<file path="src/rtl/mem_arb_pkg.sv">
// Shared definitions for the two-port memory arbiter: size codes, FSM states,
// port identifiers and the alignment rule used by MEM_ARB_ALIGN_CHK_EN builds.
package mem_arb_pkg;

    localparam logic [1:0] SZ_NONE = 2'b00;
    localparam logic [1:0] SZ_BYTE = 2'b01;
    localparam logic [1:0] SZ_HALF = 2'b10;
    localparam logic [1:0] SZ_WORD = 2'b11;

    localparam int   NUM_PORTS = 2;
    localparam logic PORT_I    = 1'b0;
    localparam logic PORT_D    = 1'b1;

    typedef enum logic [1:0] {
        IDLE = 2'd0,
        ADDR = 2'd1,
        RESP = 2'd2,
        DONE = 2'd3
    } arb_state_t;

    // Snapshot of the granted request, held for the whole transaction.
    typedef struct packed {
        logic        port;
        logic [31:0] addr;
        logic        rw;
        logic [1:0]  size;
        logic [31:0] wdata;
        logic        bad;
    } arb_req_t;

    // Only the two low address bits matter for alignment.
    function automatic logic is_misaligned(input logic [1:0] addr_lo, input logic [1:0] size);
        logic res;
        case (size)
            SZ_NONE: res = 1'b1;
            SZ_HALF: res = addr_lo[0];
            SZ_WORD: res = (addr_lo != 2'b00);
            default: res = 1'b0;
        endcase
        return res;
    endfunction

endpackage

</file>
<file path="src/rtl/mem_arb_rr.sv">
// Combinational 2-way round-robin picker: on contention the port that was not
// granted last wins; a lone requester always wins.
module mem_arb_rr
    import mem_arb_pkg::*;
(
    input  logic [1:0] req,
    input  logic       last_grant,
    output logic [1:0] grant
);

    genvar gi;
    generate
        for (gi = 0; gi < NUM_PORTS; gi++) begin : g_pick
            localparam logic PID = (gi == 1);
            assign grant[gi] = req[gi] & (~req[1 - gi] | (last_grant != PID));
        end
    endgenerate

endmodule

</file>
<file path="src/rtl/mem_arbiter.sv">
// Two-port (fetch I / data D) memory bus arbiter with a 4-state FSM and
// registered outputs. Define MEM_ARB_ALIGN_CHK_EN to reject misaligned requests.
module mem_arbiter
    import mem_arb_pkg::*;
#(
    parameter logic INIT_PRIO_D = 1'b1
)
(
    input  logic        clk,
    input  logic        rst,

    input  logic        i_req,
    input  logic [31:0] i_addr,
    input  logic [1:0]  i_size,
    output logic        i_ack,
    output logic [31:0] i_rdata,

    input  logic        d_req,
    input  logic [31:0] d_addr,
    input  logic        d_rw,
    input  logic [1:0]  d_size,
    input  logic [31:0] d_wdata,
    output logic        d_ack,
    output logic [31:0] d_rdata,

    output logic        err,

    output logic [31:0] bus_addr,
    output logic        bus_rw,
    output logic [1:0]  bus_size,
    output logic [31:0] bus_wdata,
    input  logic [31:0] bus_rdata
);

    arb_state_t  state_reg;
    logic        last_grant_reg;
    arb_req_t    lat_reg;
    arb_req_t    winner;
    logic [1:0]  grant;

    logic [31:0] bus_addr_reg;
    logic        bus_rw_reg;
    logic [1:0]  bus_size_reg;
    logic [31:0] bus_wdata_reg;

    mem_arb_rr u_rr (
        .req        ({d_req, i_req}),
        .last_grant (last_grant_reg),
        .grant      (grant)
    );

    // Operands of whichever port the picker selected; fetches never write.
    always_comb begin
        winner = '0;
        if (grant[PORT_D]) begin
            winner.port  = PORT_D;
            winner.addr  = d_addr;
            winner.rw    = d_rw;
            winner.size  = d_size;
            winner.wdata = d_wdata;
        end else begin
            winner.port  = PORT_I;
            winner.addr  = i_addr;
            winner.rw    = 1'b0;
            winner.size  = i_size;
            winner.wdata = '0;
        end
`ifdef MEM_ARB_ALIGN_CHK_EN
        winner.bad = is_misaligned(winner.addr[1:0], winner.size);
`endif
    end

    always_ff @(posedge clk) begin
        if (rst) begin
            state_reg      <= IDLE;
            last_grant_reg <= ~INIT_PRIO_D;
            lat_reg        <= '0;
            bus_addr_reg   <= '0;
            bus_rw_reg     <= 1'b0;
            bus_size_reg   <= SZ_NONE;
            bus_wdata_reg  <= '0;
        end else begin
            case (state_reg)
                IDLE: begin
                    if (|grant) begin
                        lat_reg        <= winner;
                        last_grant_reg <= winner.port;
                        // Rejected requests skip the bus entirely.
                        state_reg      <= winner.bad ? DONE : ADDR;
                    end
                end
                ADDR: begin
                    bus_addr_reg  <= lat_reg.addr;
                    bus_rw_reg    <= lat_reg.rw;
                    bus_size_reg  <= lat_reg.size;
                    bus_wdata_reg <= lat_reg.wdata;
                    state_reg     <= lat_reg.rw ? DONE : RESP;
                end
                RESP: begin
                    state_reg <= DONE;
                end
                DONE: begin
                    bus_addr_reg  <= '0;
                    bus_rw_reg    <= 1'b0;
                    bus_size_reg  <= SZ_NONE;
                    bus_wdata_reg <= '0;
                    state_reg     <= IDLE;
                end
                default: state_reg <= IDLE;
            endcase
        end
    end

    // Per-port completion pulse and read-data holding register.
    genvar gi;
    generate
        for (gi = 0; gi < NUM_PORTS; gi++) begin : g_port
            localparam logic PID = (gi == 1);
            logic        ack_reg;
            logic [31:0] rdata_reg;
            logic        mine;

            assign mine = (lat_reg.port == PID);

            always_ff @(posedge clk) begin
                if (rst) begin
                    ack_reg   <= 1'b0;
                    rdata_reg <= '0;
                end else begin
                    ack_reg <= (state_reg == DONE) && mine;
                    if ((state_reg == RESP) && mine) begin
                        rdata_reg <= bus_rdata;
                    end else if ((state_reg == DONE) && mine && lat_reg.bad && !lat_reg.rw) begin
                        rdata_reg <= '0;
                    end
                end
            end
        end
    endgenerate

    assign i_ack   = g_port[0].ack_reg;
    assign i_rdata = g_port[0].rdata_reg;
    assign d_ack   = g_port[1].ack_reg;
    assign d_rdata = g_port[1].rdata_reg;

`ifdef MEM_ARB_ALIGN_CHK_EN
    logic err_reg;

    always_ff @(posedge clk) begin
        if (rst) begin
            err_reg <= 1'b0;
        end else begin
            err_reg <= (state_reg == DONE) && lat_reg.bad;
        end
    end

    assign err = err_reg;
`else
    assign err = 1'b0;
`endif

    assign bus_addr  = bus_addr_reg;
    assign bus_rw    = bus_rw_reg;
    assign bus_size  = bus_size_reg;
    assign bus_wdata = bus_wdata_reg;

endmodule

</file>
<file path="config.mk">
export PLATFORM = sky130hd
export DESIGN_NAME = mem_arbiter
export DESIGN_NICKNAME = d
export VERILOG_FILES = /design/src/rtl/mem_arb_pkg.sv /design/src/rtl/mem_arb_rr.sv /design/src/rtl/mem_arbiter.sv
export SDC_FILE = /design/constraint.sdc
export NUM_CORES = 1
export LEC_CHECK = 0
export ABC_CLOCK_PERIOD_IN_PS = 3360
export CAP_MARGIN = 20
export CORE_MARGIN = 2
export CORE_UTILIZATION = 35
export DETAILED_ROUTE_END_ITERATION = 12
export PLACE_DENSITY_LB_ADDON = 0.2
export REMOVE_ABC_BUFFERS = 1
export SLEW_MARGIN = 20
export SYNTH_ARGS = -nofsm -noshare
export SYNTH_HDL_FRONTEND = slang
export SYNTH_SLANG_ARGS = --single-unit
export TNS_END_PERCENT = 20
</file>
<file path="constraint.sdc">
create_clock -name clk -period 3.36 [get_ports clk]
set_clock_uncertainty 0.15 [all_clocks]
set_input_delay 0.504 -clock clk [delete_from_list [all_inputs] [get_ports clk]]
set_output_delay 0.504 -clock clk [all_outputs]
set_load 0.02 [all_outputs]
</file>
# --- Word-level counts from Yosys, hierarchy flattened ---
# Index checks and enable logic that the tools add are counted.
totals:
  regBits: 203
  elab_cells: 43
op_classes:
  n_bitwise: 7
  reduce_logical: 8
  muxes: 10
  n_eq_ne: 4
op_table:
  columns: ["cell", "count"]
  rows:
  - ["32-bit case mux with 2 select lines", 2]
  - ["68-bit two-way mux", 1]
  - ["32-bit two-way mux", 2]
  - ["2-bit case mux with 4 select lines", 1]
  - ["2-bit equality test, second input constant", 2]
  - ["1-bit logical AND", 4]
  - ["2-bit case mux with 2 select lines", 1]
  - ["1-bit inverter", 3]
  - ["1-bit bitwise AND", 2]
  - ["2-bit by 1-bit equality test with 1-bit output, second input constant", 1]
  - ["2-bit logical NOT", 1]
  - ["2-bit two-way mux", 1]
  - ["2-bit inequality test, second input constant", 1]
  - ["1-bit bitwise OR", 2]
  - ["1-bit case mux with 2 select lines", 1]
  - ["2-bit AND reduction", 1]
  - ["2-bit nonzero test", 1]
  - ["2-bit OR reduction", 1]
  - ["1-bit two-way mux", 1]

# --- Logic depth before layout (Yosys ltp) ---
# Gate-level depths: netlist of run 1.
depth:
  depth_word: 6
  mapped_depth: 7

# --- Modules after synthesis ---
# From an unflattened synthesis of run 1, not the netlist that was laid out.
hier_totals:
  hier_cells: 828
  area_unflattened_um2: 7639.8
modules_own_cells:
  columns: ["module", "cells_each", "seq_area_each_um2", "area_each_um2", "n_inst"]
  rows:
  - ["mem_arbiter", 825, 4063.9, 7621.1, 1]
  - ["mem_arb_rr", 3, 0.0, 18.8, 1]

# --- Least setup slack after synthesis of run 1 ---
# No wires, ideal clock.
synth_timing:
  path_kind: "register to register"
  start: "register state_reg[0]"
  end: "register lat_reg[10] (netlist name)"
  slack_ps: 1703
  synth_period_minus_slack_ps: 1657
  required_ps: 3082
  arrival_ps: 1379
  path_stages_with_launch: 8
  cell_sequence: "dfxtp_1 -> inv_1 -> ha_1 -> and2_2 -> buf_2 -> buf_2 -> a32oi_1 -> nor2_1"
synth_via:
  elab_chain_cells: 2
synth_rtl:
  columns: ["item", "line_no", "rtl"]
  rows:
  - ["from (decl)", "mem_arbiter.sv:35", "arb_state_t state_reg;"]
  - ["from (signal assigned)", "mem_arbiter.sv:89", "state_reg <= winner.bad ? DONE : ADDR;"]
  - ["from (signal assigned)", "mem_arbiter.sv:97", "state_reg <= lat_reg.rw ? DONE : RESP;"]
  - ["2-bit logical NOT", "mem_arbiter.sv:83", "case (state_reg)"]
  - ["2-bit AND reduction (no line)", null, null]
  - ["to (signal assigned)", "mem_arbiter.sv:86", "lat_reg <= winner;"]
  - ["to (decl)", "mem_arbiter.sv:37", "arb_req_t lat_reg;"]
# Every way passes these cells.
# A chain may end at the register's enable or synchronous reset.

# --- Worst setup path in the final report of run 1 ---
layout_timing:
  start: "register bus_wdata_reg[11], in the netlist bus_wdata[11]"
  end: "output bus_wdata[11]"
layout_rtl:
  columns: ["item", "line_no", "rtl"]
  rows:
  - ["from (decl)", "mem_arbiter.sv:44", "logic [31:0] bus_wdata_reg;"]
  - ["from (signal assigned)", "mem_arbiter.sv:96", "bus_wdata_reg <= lat_reg.wdata;"]
  - ["to (decl)", "mem_arbiter.sv:31", "output logic [31:0] bus_wdata,"]
# No word-level cell between the ends.

==> run summary, run 1 <==
leading cell type in the layout, fill and taps excluded - clkdlybuf4s50_1
EDFF count, synth - 0
Worst-Skew Late Latency - 0.49 ns
TritonCTS buffer count - 22
worst path bufs/invs - 1
vias in the first global route - 6331
DR pass1 iterations - 5
multi-input logic area - 0.00322 sq mm
Fin. Hold Viols - 0
Mapped Cells - 834
Post-DP HPWL - 13900 microns
Max Cap Viol - 0
asr flop ratio synth - 0
worst r2r path cells - 5
hold depth - 2
Max VDD drop - 350 uV
n_diodes - 0
Pins Over Slew Limit - 0
Slew HR - 0.506
Flop pwr share - 0.370
Min-Delay Endpoint - i_rdata[8]
setup slack, reg-to-reg - 1.33 ns
layout cells sized above 1 - 0.0840
Final Non-Filler Cells - 1363
Sw Ratio - 0.338
post-CTS sizing - 0
Cell Chain, Critical Path - clkdlybuf4s50_1
# setup viols final - 0
CP delay by family, top - buffers and inverters
TNS Setup - 0 ns
Peak Freq - 0.465 GHz
RePlAce Congestion - 0.786
Cells after DPL - 1323
hold_buf cts - 0
main flop type after synthesis - dfxtp_1
Root Driver - clkbuf_16
Rows - 54
combinational cell fraction of total power - 0.342
Via density - 4.80
initial antenna violation count - 0
Core Region - 0.0217 sq mm
worst r2r src - state_reg[0]
slowest stage delay, CP - 0.63 ns
internal power - 5.54 mW
WL final - 22300 microns
max FFs per register - 67
Seq. cell area - 0.00406 sq mm
1st-iter DRT viols - 296
critical path depth in cells - 1
CP max-delay cell - clkdlybuf4s50_1
Leak Pwr - 4.06 nW
htree depth - 1
area of the mapped netlist - 0.00767 sq mm
Filler cells - 2049
reg2reg end - lat_reg[5]
critical path endpoint category - output pin
Synth Warn # - 0
die height - 152 microns
#FFs+latches synth - 203
register area share after synthesis - 0.530
synth unique cells - 32
worst hold start - i_rdata[8]
total net switching power - 2.83 mW
Critical Path Fanout Max - 2
status - finished, final reports clean
PwrDens - 748 mW/mm^2
Period minus WS final - 2.15 ns
fin crit share - 0.639
DR WL/cell - 16.3 microns
Worst Setup Path Type - reg -> out
critical path required time - 2.71 ns
routed vias - 6537
Synth Area per Inst - 9.20 sq um
first-pass GRT wire length - 35300 microns
All-Layer GR Usage - 0.184
Port Buf Inserts - 269
Sink Count - 203
Worst EP arrival - 1.49 ns
die area - 0.0231 sq mm
Startpoint Class - flip-flop
initial cell density of the core - 0.354
largest net degree at the start of global routing - 137
Area Growth Syn to Fin - 45.9%
GRT overflow - 0
Hold Path Class - reg -> reg
Clock transition at path regs - 0.06 ns
clock buffer depth - 3
Worst-Margin Slew - 0.741 ns
nets - 1209
Die X - 152 microns
I/O pins - 271
clock network fraction of total power - 0.288
RSZ-0062 raised after global routing - no
most frequent cells in the layout - clkdlybuf4s50_1, dfxtp_1, nand2_1, nor2_1, a21oi_1
Hold WS - 0.302 ns
Setup Buffers After CTS - 0
DRC - 0
Post-DRT Antenna Nets - 0
CTS tree - yes
[worst max path at each step]
stage,end,start,slack (ns)
final,bus_wdata[11],bus_wdata[11],1.21
after global routing,bus_addr[24],bus_addr[24],1.16
after CTS,bus_addr[24],bus_addr[24],1.17
after detailed placement,lat_reg[58],i_req,0.84
after global placement,lat_reg[45],i_req,0.86
after floorplan,state_reg[0],state_reg[1],-0.23
[layout make-up]
type | count | share of cell area
Sequential cell | 203 | 0.363
Multi-Input combinational cell | 556 | 0.287
Timing Repair Buffer | 282 | 0.252
Clock buffer | 30 | 0.0591
Tap cell | 280 | 0.0313
Clock inverter | 10 | 0.00670
Inverter | 2 | 0.000670
[synthesized netlist by cell type, types with 4 or more instances]
master | count | share of area
dfxtp_1 | 203 | 0.53
nand2_1 | 165 | 0.081
nor2_1 | 135 | 0.066
a21oi_1 | 99 | 0.065
mux2i_1 | 67 | 0.087
a32oi_1 | 33 | 0.038
a211oi_2 | 30 | 0.049
buf_2 | 30 | 0.020
buf_4 | 16 | 0.016
clkbuf_1 | 15 | 0.0073
buf_1 | 6 | 0.0029
ha_1 | 5 | 0.0082
a211oi_1 | 4 | 0.0039
buf_6 | 4 | 0.0059
[layer usage]
metal / GRT usage / up-vias / part of all wire
met2: 0.300 / 192 / 0.47
met3: 0.0382 / 34 / 0.057
met4: 0.0490 / 0 / 0.021
li1: - / 3285 / -
met1: 0.249 / 3026 / 0.45
met5: 0 / - / 0
[worst reg2reg max path, stage by stage (launching register included)]
cell and delay [ns]:
dfxtp_1 0.35, inv_1 0.16, ha_1 0.29, and2_2 0.66, a32oi_1 0.24, nor2_1 0.11
[through the flow]
stage	utilization	worst slack, ns	cell area (sq um)	power, mW
2_1_floorplan	-	-0.230	7270	4.93
3_3_place_gp	0.482	0.858	10500	6.02
3_5_place_dp	0.482	0.839	10500	6.05
4_1_cts	0.516	1.17	11200	8.51
5_1_grt	0.516	1.16	11200	8.88
6_report	0.516	1.21	11200	8.38
[power by group through the flow]
| stage | Clock, mW | Sequential [mW] | Combinational (mW) |
|---|---|---|---|
| finish | 2.41 | 3.10 | 2.86 |
| global route | 2.60 | 3.16 | 3.12 |
| CTS | 2.50 | 3.10 | 2.91 |
| detailed placement | 0 | 3.15 | 2.90 |
| global placement | 0 | 3.14 | 2.87 |
| floorplan | 0 | 3.34 | 1.59 |
[cells by family (layout without fill, tap and decap cells)]
family,after synthesis,after routing,share of synthesized area
compound gates,173,173,0.164
flops,203,203,0.530
simple gates,310,310,0.156
other cells,1,1,0.000489
fa+ha+maj,5,5,0.00815
mux,67,67,0.0874
buf+inv,75,324,0.0543
(Power assumes the default switching activity.)
==> run 2: changes to the inputs <==
ABC_CLOCK_PERIOD_IN_PS = 2200   (was 3360)
clock period = 2.2 ns   (was 3.36 ns; I/O delays follow)
==> run 2 against run 1 <==
Clock-buffer cell count grew 5. Via count grew 1.2%. Largest power group unchanged. Power grew 57%. Non-clock buffer count grew 4. Utilization grew 0.78 points. Critical path depth is the same.
==> run summary, run 2 (synthesized netlist as in run 1, its figures left out) <==
worst path bufs/invs - 1 (unchanged)
Max VDD drop - 601 uV (+72%)
Post-DP HPWL - 14100 microns (+0.87%)
post-CTS sizing - 0 (unchanged)
nets - 1214 (+0.41%)
WL final - 22300 microns (+0.29%)
CTS tree - yes
Hold WS - 0.174 ns (-0.128 ns)
I/O pins - 271 (unchanged)
Period minus WS final - 1.99 ns
RePlAce Congestion - 0.796 (+1.3%)
Rows - 54 (unchanged)
most frequent cells in the layout - clkdlybuf4s50_1, dfxtp_1, nand2_1, nor2_1, a21oi_1
critical path required time - 1.72 ns (-0.99 ns)
Clock transition at path regs - 0.06 ns (about the same)
Port Buf Inserts - 269 (unchanged)
PwrDens - 1150 mW/mm^2 (+54%)
Seq. cell area - 0.00406 sq mm (unchanged)
n_diodes - 0 (unchanged)
largest net degree at the start of global routing - 82 (-40%)
CP max-delay cell - clkdlybuf4s50_1
hold_buf cts - 0 (unchanged)
Die X - 152 microns (unchanged)
Root Driver - clkbuf_16
Core Region - 0.0217 sq mm (unchanged)
Fin. Hold Viols - 0 (unchanged)
Startpoint Class - flip-flop
Cell Chain, Critical Path - clkdlybuf4s50_1
critical path endpoint category - output pin
Worst-Skew Late Latency - 0.50 ns (about the same)
final core utilization - 0.524 (+0.00779)
All-Layer GR Usage - 0.187 (+0.00303)
TritonCTS buffer count - 23 (+4.5%)
GRT overflow - 0 (unchanged)
Setup Buffers After CTS - 0 (unchanged)
multi-input logic area - 0.00322 sq mm (unchanged)
Peak Freq - 0.502 GHz
1st-iter DRT viols - 362 (+22%)
Post-DRT Antenna Nets - 0 (unchanged)
clock buffer depth - 3 (unchanged)
Pins Over Slew Limit - 0 (unchanged)
Critical Path Fanout Max - 2 (unchanged)
slowest stage delay, CP - 0.69 ns (+0.06 ns)
leading cell type in the layout, fill and taps excluded - clkdlybuf4s50_1
Worst Setup Path Type - reg -> out
Worst-Margin Slew - 0.682 ns (-0.0591 ns)
Filler cells - 1970 (-3.9%)
Sink Count - 203 (unchanged)
Max Cap Viol - 0 (unchanged)
first-pass GRT wire length - 36000 microns (+1.9%)
DRC - 0 (unchanged)
Hold Path Class - in -> reg
CP delay by family, top - buffers and inverters
initial cell density of the core - 0.354 (unchanged)
routed vias - 6614 (+1.2%)
die height - 152 microns (unchanged)
Leak Pwr - 4.12 nW (+1.5%)
max FFs per register - 67 (unchanged)
Area Growth Syn to Fin - 48.1%
initial antenna violation count - 0 (unchanged)
DR pass1 iterations - 4 (-1)
layout cells sized above 1 - 0.0827 (-0.00131)
Slew HR - 0.545 (+0.0394)
status - finished, final reports clean
die area - 0.0231 sq mm (unchanged)
vias in the first global route - 6576 (+3.9%)
RSZ-0062 raised after global routing - no
Worst EP arrival - 1.51 ns (+0.02 ns)
# setup viols final - 0 (unchanged)
DR WL/cell - 16.3 microns (about the same)
fin crit share - 0.906
htree depth - 1 (unchanged)
Via density - 4.83 (+0.81%)
## run 2: per-stage QoR
step | worst slack (ns) | area [sq um] | std cells | setup TNS, ns | total power, mW
finish | 0.207 | 11400 | 1368 | 0 | 13.1
global route | 0.160 | 11400 | 1368 | 0 | 13.9
CTS | 0.183 | 11400 | 1368 | 0 | 13.3
detailed placement | 0.169 | 10600 | 1327 | 0 | 9.45
global placement | 0.201 | 10600 | 1327 | 0 | 9.39
floorplan | -1.39 | 7270 | 761 | -81.47 | 7.52
## run 2: cell type report
| class | count | area share |
|---|---|---|
| Clock inverter | 6 | 0.00704 |
| Timing Repair Buffer | 286 | 0.262 |
| Inverter | 2 | 0.000660 |
| Clock buffer | 35 | 0.0590 |
| Sequential cell | 203 | 0.357 |
| Multi-Input combinational cell | 556 | 0.283 |
| Tap cell | 280 | 0.0308 |
## run 2: power breakdown
group / internal, mW / switching (mW)
registers: 4.36 / 0.367
clock network: 2.33 / 1.47
logic: 2.07 / 2.53
total: 8.76 / 4.37
## run 2: worst paths after layout
path	startpoint	endpoint	slack (ns)	depth (start not counted)
worst min-delay path	rst	i_rdata[16]	0.17	3
worst min register to register	i_rdata[1]	i_rdata[1]	0.30	2
worst max register to register	state_reg[0]	lat_reg[21]	0.38	6
worst max-delay path	bus_addr[24]	bus_addr[24]	0.21	1
## run 2: per-layer routing
layer,track usage,wire (microns)
met3,0.0394,1340
met1,0.248,9950
met2,0.305,10400
met5,0,0
met4,0.0641,669
==> run 3: changes to the inputs <==
DONT_BUFFER_PORTS = 1   (was default)
==> run 3 against run 2 <==
The flow now finishes with violations (hold timing). Sequential power increased by 9.9%. Die area unchanged. Sequential cell count unchanged. Clock-buffer cell count decreased by 3.
==> run summary, run 3 (synthesized netlist as in run 1, its figures left out) <==
status - finished with violations
violated checks - hold timing
CTS tree - yes
# setup viols final - 0 (unchanged)
Root Driver - clkbuf_16
critical path required time - 2.50 ns (+0.78 ns)
slowest stage delay, CP - 0.56 ns (-0.13 ns)
DR pass1 iterations - 5 (+1)
fin crit share - 0.977 (+0.0710)
Sw Ratio - 0.349 (+0.0166)
design area - 0.00928 sq mm (-18%)
Core Region - 0.0217 sq mm (unchanged)
critical path endpoint category - flip-flop
Worst EP arrival - 2.45 ns (+0.94 ns)
die height - 152 microns (unchanged)
most frequent cells in the layout - dfxtp_1, nand2_1, nor2_1, a21oi_1, mux2i_1
Sink Count - 203 (unchanged)
Area Growth Syn to Fin - 20.9%
initial antenna violation count - 0 (unchanged)
Hold Path Class - in -> reg
die area - 0.0231 sq mm (unchanged)
Worst-Skew Late Latency - 0.51 ns (about the same)
total net switching power - 4.36 mW (about the same)
Die X - 152 microns (unchanged)
RePlAce Congestion - 0.768 (-3.5%)
combinational cell fraction of total power - 0.287 (-0.063)
internal power - 8.12 mW (-7.2%)
PwrDens - 1350 mW/mm^2 (+17%)
Final Power - 12.5 mW (-4.8%)
leading cell type in the layout, fill and taps excluded - dfxtp_1
Max Cap Viol - 0 (unchanged)
worst hold start - rst
Critical Path Fanout Max - 15 (+13)
CP delay by family, top - buffers and inverters
All-Layer GR Usage - 0.173 (-0.0144)
TritonCTS buffer count - 23 (unchanged)
GRT overflow - 0 (unchanged)
Startpoint Class - flip-flop
WL final - 21900 microns (-1.9%)
Port Buf Inserts - 0 (-100%)
Clock transition at path regs - 0.06 ns (about the same)
initial cell density of the core - 0.354 (unchanged)
Peak Freq - 0.465 GHz (-7.3%)
DR WL/cell - 19.0 microns (+16%)
Flop pwr share - 0.416 (+0.056)
DRC - 0 (unchanged)
Rows - 54 (unchanged)
Pins Over Slew Limit - 0 (unchanged)
worst r2r src - state_reg[0]
CP max-delay cell - dlygate4sd3_1
I/O pins - 271 (unchanged)
first-pass GRT wire length - 33000 microns (-8.4%)
nets - 1000 (-18%)
Fin. Hold Viols - 84 (+84)
clock buffer depth - 3 (unchanged)
Hold WS - -0.259 ns (-0.433 ns)
TNS Setup - 0 ns (unchanged)
largest net degree at the start of global routing - 138 (+68%)
crit path from - state_reg[0]
placed cell areas - 0.00789 sq mm (-26%)
1st-iter DRT viols - 384 (+6.1%)
layout cells sized above 1 - 0.115 (+0.0327)
Cell Chain, Critical Path - inv_2, ha_4, nor2b_4, buf_4, clkbuf_16, nand2_1, a21oi_1, dlygate4sd3_1
Max VDD drop - 766 uV (+28%)
worst path bufs/invs - 4 (+3)
clock network fraction of total power - 0.297 (+0.008)
htree depth - 1 (unchanged)
Post-DRT Antenna Nets - 0 (unchanged)
n_diodes - 0 (unchanged)
Worst Setup Path Type - reg -> reg
routed vias - 5969 (-9.8%)
Filler cells - 2147 (+9.0%)
Leak Pwr - 3.52 nW (-15%)
vias in the first global route - 5636 (-14%)
max FFs per register - 67 (unchanged)
Period minus WS final - 2.15 ns (+0.156 ns)
Via density - 5.17 (+6.9%)
Post-DP HPWL - 12500 microns (-11%)
run 3: path summary, 6_finish.rpt:
path / endpoint / slack, ns / cells after the start
hold / removal: i_rdata[6] / -0.26 / 1
hold reg to reg: lat_reg[16] / 0.34 / 2
setup reg to reg: i_rdata[5] / 0.05 / 8
setup / recovery: i_rdata[5] / 0.05 / 8
run 3: routing by layer:
layer / wire [microns] / GRT usage / part of all wire / up-vias
li1: - / - / - / 2880
met5: 0 / 0 / 0 / -
met2: 10200 / 0.279 / 0.47 / 222
met3: 1900 / 0.0562 / 0.087 / 45
met1: 9250 / 0.222 / 0.42 / 2822
met4: 533 / 0.0490 / 0.024 / 0
run 3: worst register-to-register path, cell delays in order, from the launching register on:
cell           delay, ns
dfxtp_1             0.35
inv_2               0.13
ha_4                0.19
nor2b_4             0.21
buf_4               0.16
clkbuf_16           0.18
nand2_1             0.06
a21oi_1             0.11
dlygate4sd3_1       0.56
run 3: power by group through the flow:
stage                     sequential (mW)  combinational, mW  clock (mW)
after floorplan                      5.10               2.42           0
after global placement               5.28               3.27           0
after detailed placement             5.27               3.32           0
after CTS                            5.20               3.40        3.82
after global routing                 5.28               3.95        3.97
final                                5.20               3.58        3.71
run 3: stage by stage:
stage	instances	hold slack, ns	worst slack, ns	utilization
global route	1155	-0.282	-0.0490	0.428
detailed placement	1055	0.262	0.386	0.364
global placement	1055	0.259	0.441	0.364
finish	1155	-0.259	0.0505	0.428
CTS	1135	-0.280	0.0155	0.415
floorplan	761	0.245	-1.39	-
run 3: repair_timing:
action,in CTS,in global routing
hold endpoints to repair,136,98
resized for setup,0,8
setup endpoints to repair,0,32
buffers inserted,0,3
hold buffers,38,14
run 3: cell type report:
class	instances	area (sq um)	share of cell area
clock buffers	32	649	0.0700
clock inverters	10	85.1	0.00917
inverters	2	7.51	0.000809
multi-input cells	556	3250	0.350
flip-flops and latches	203	4070	0.438
well taps	280	350	0.0378
repair buffers	72	873	0.0941
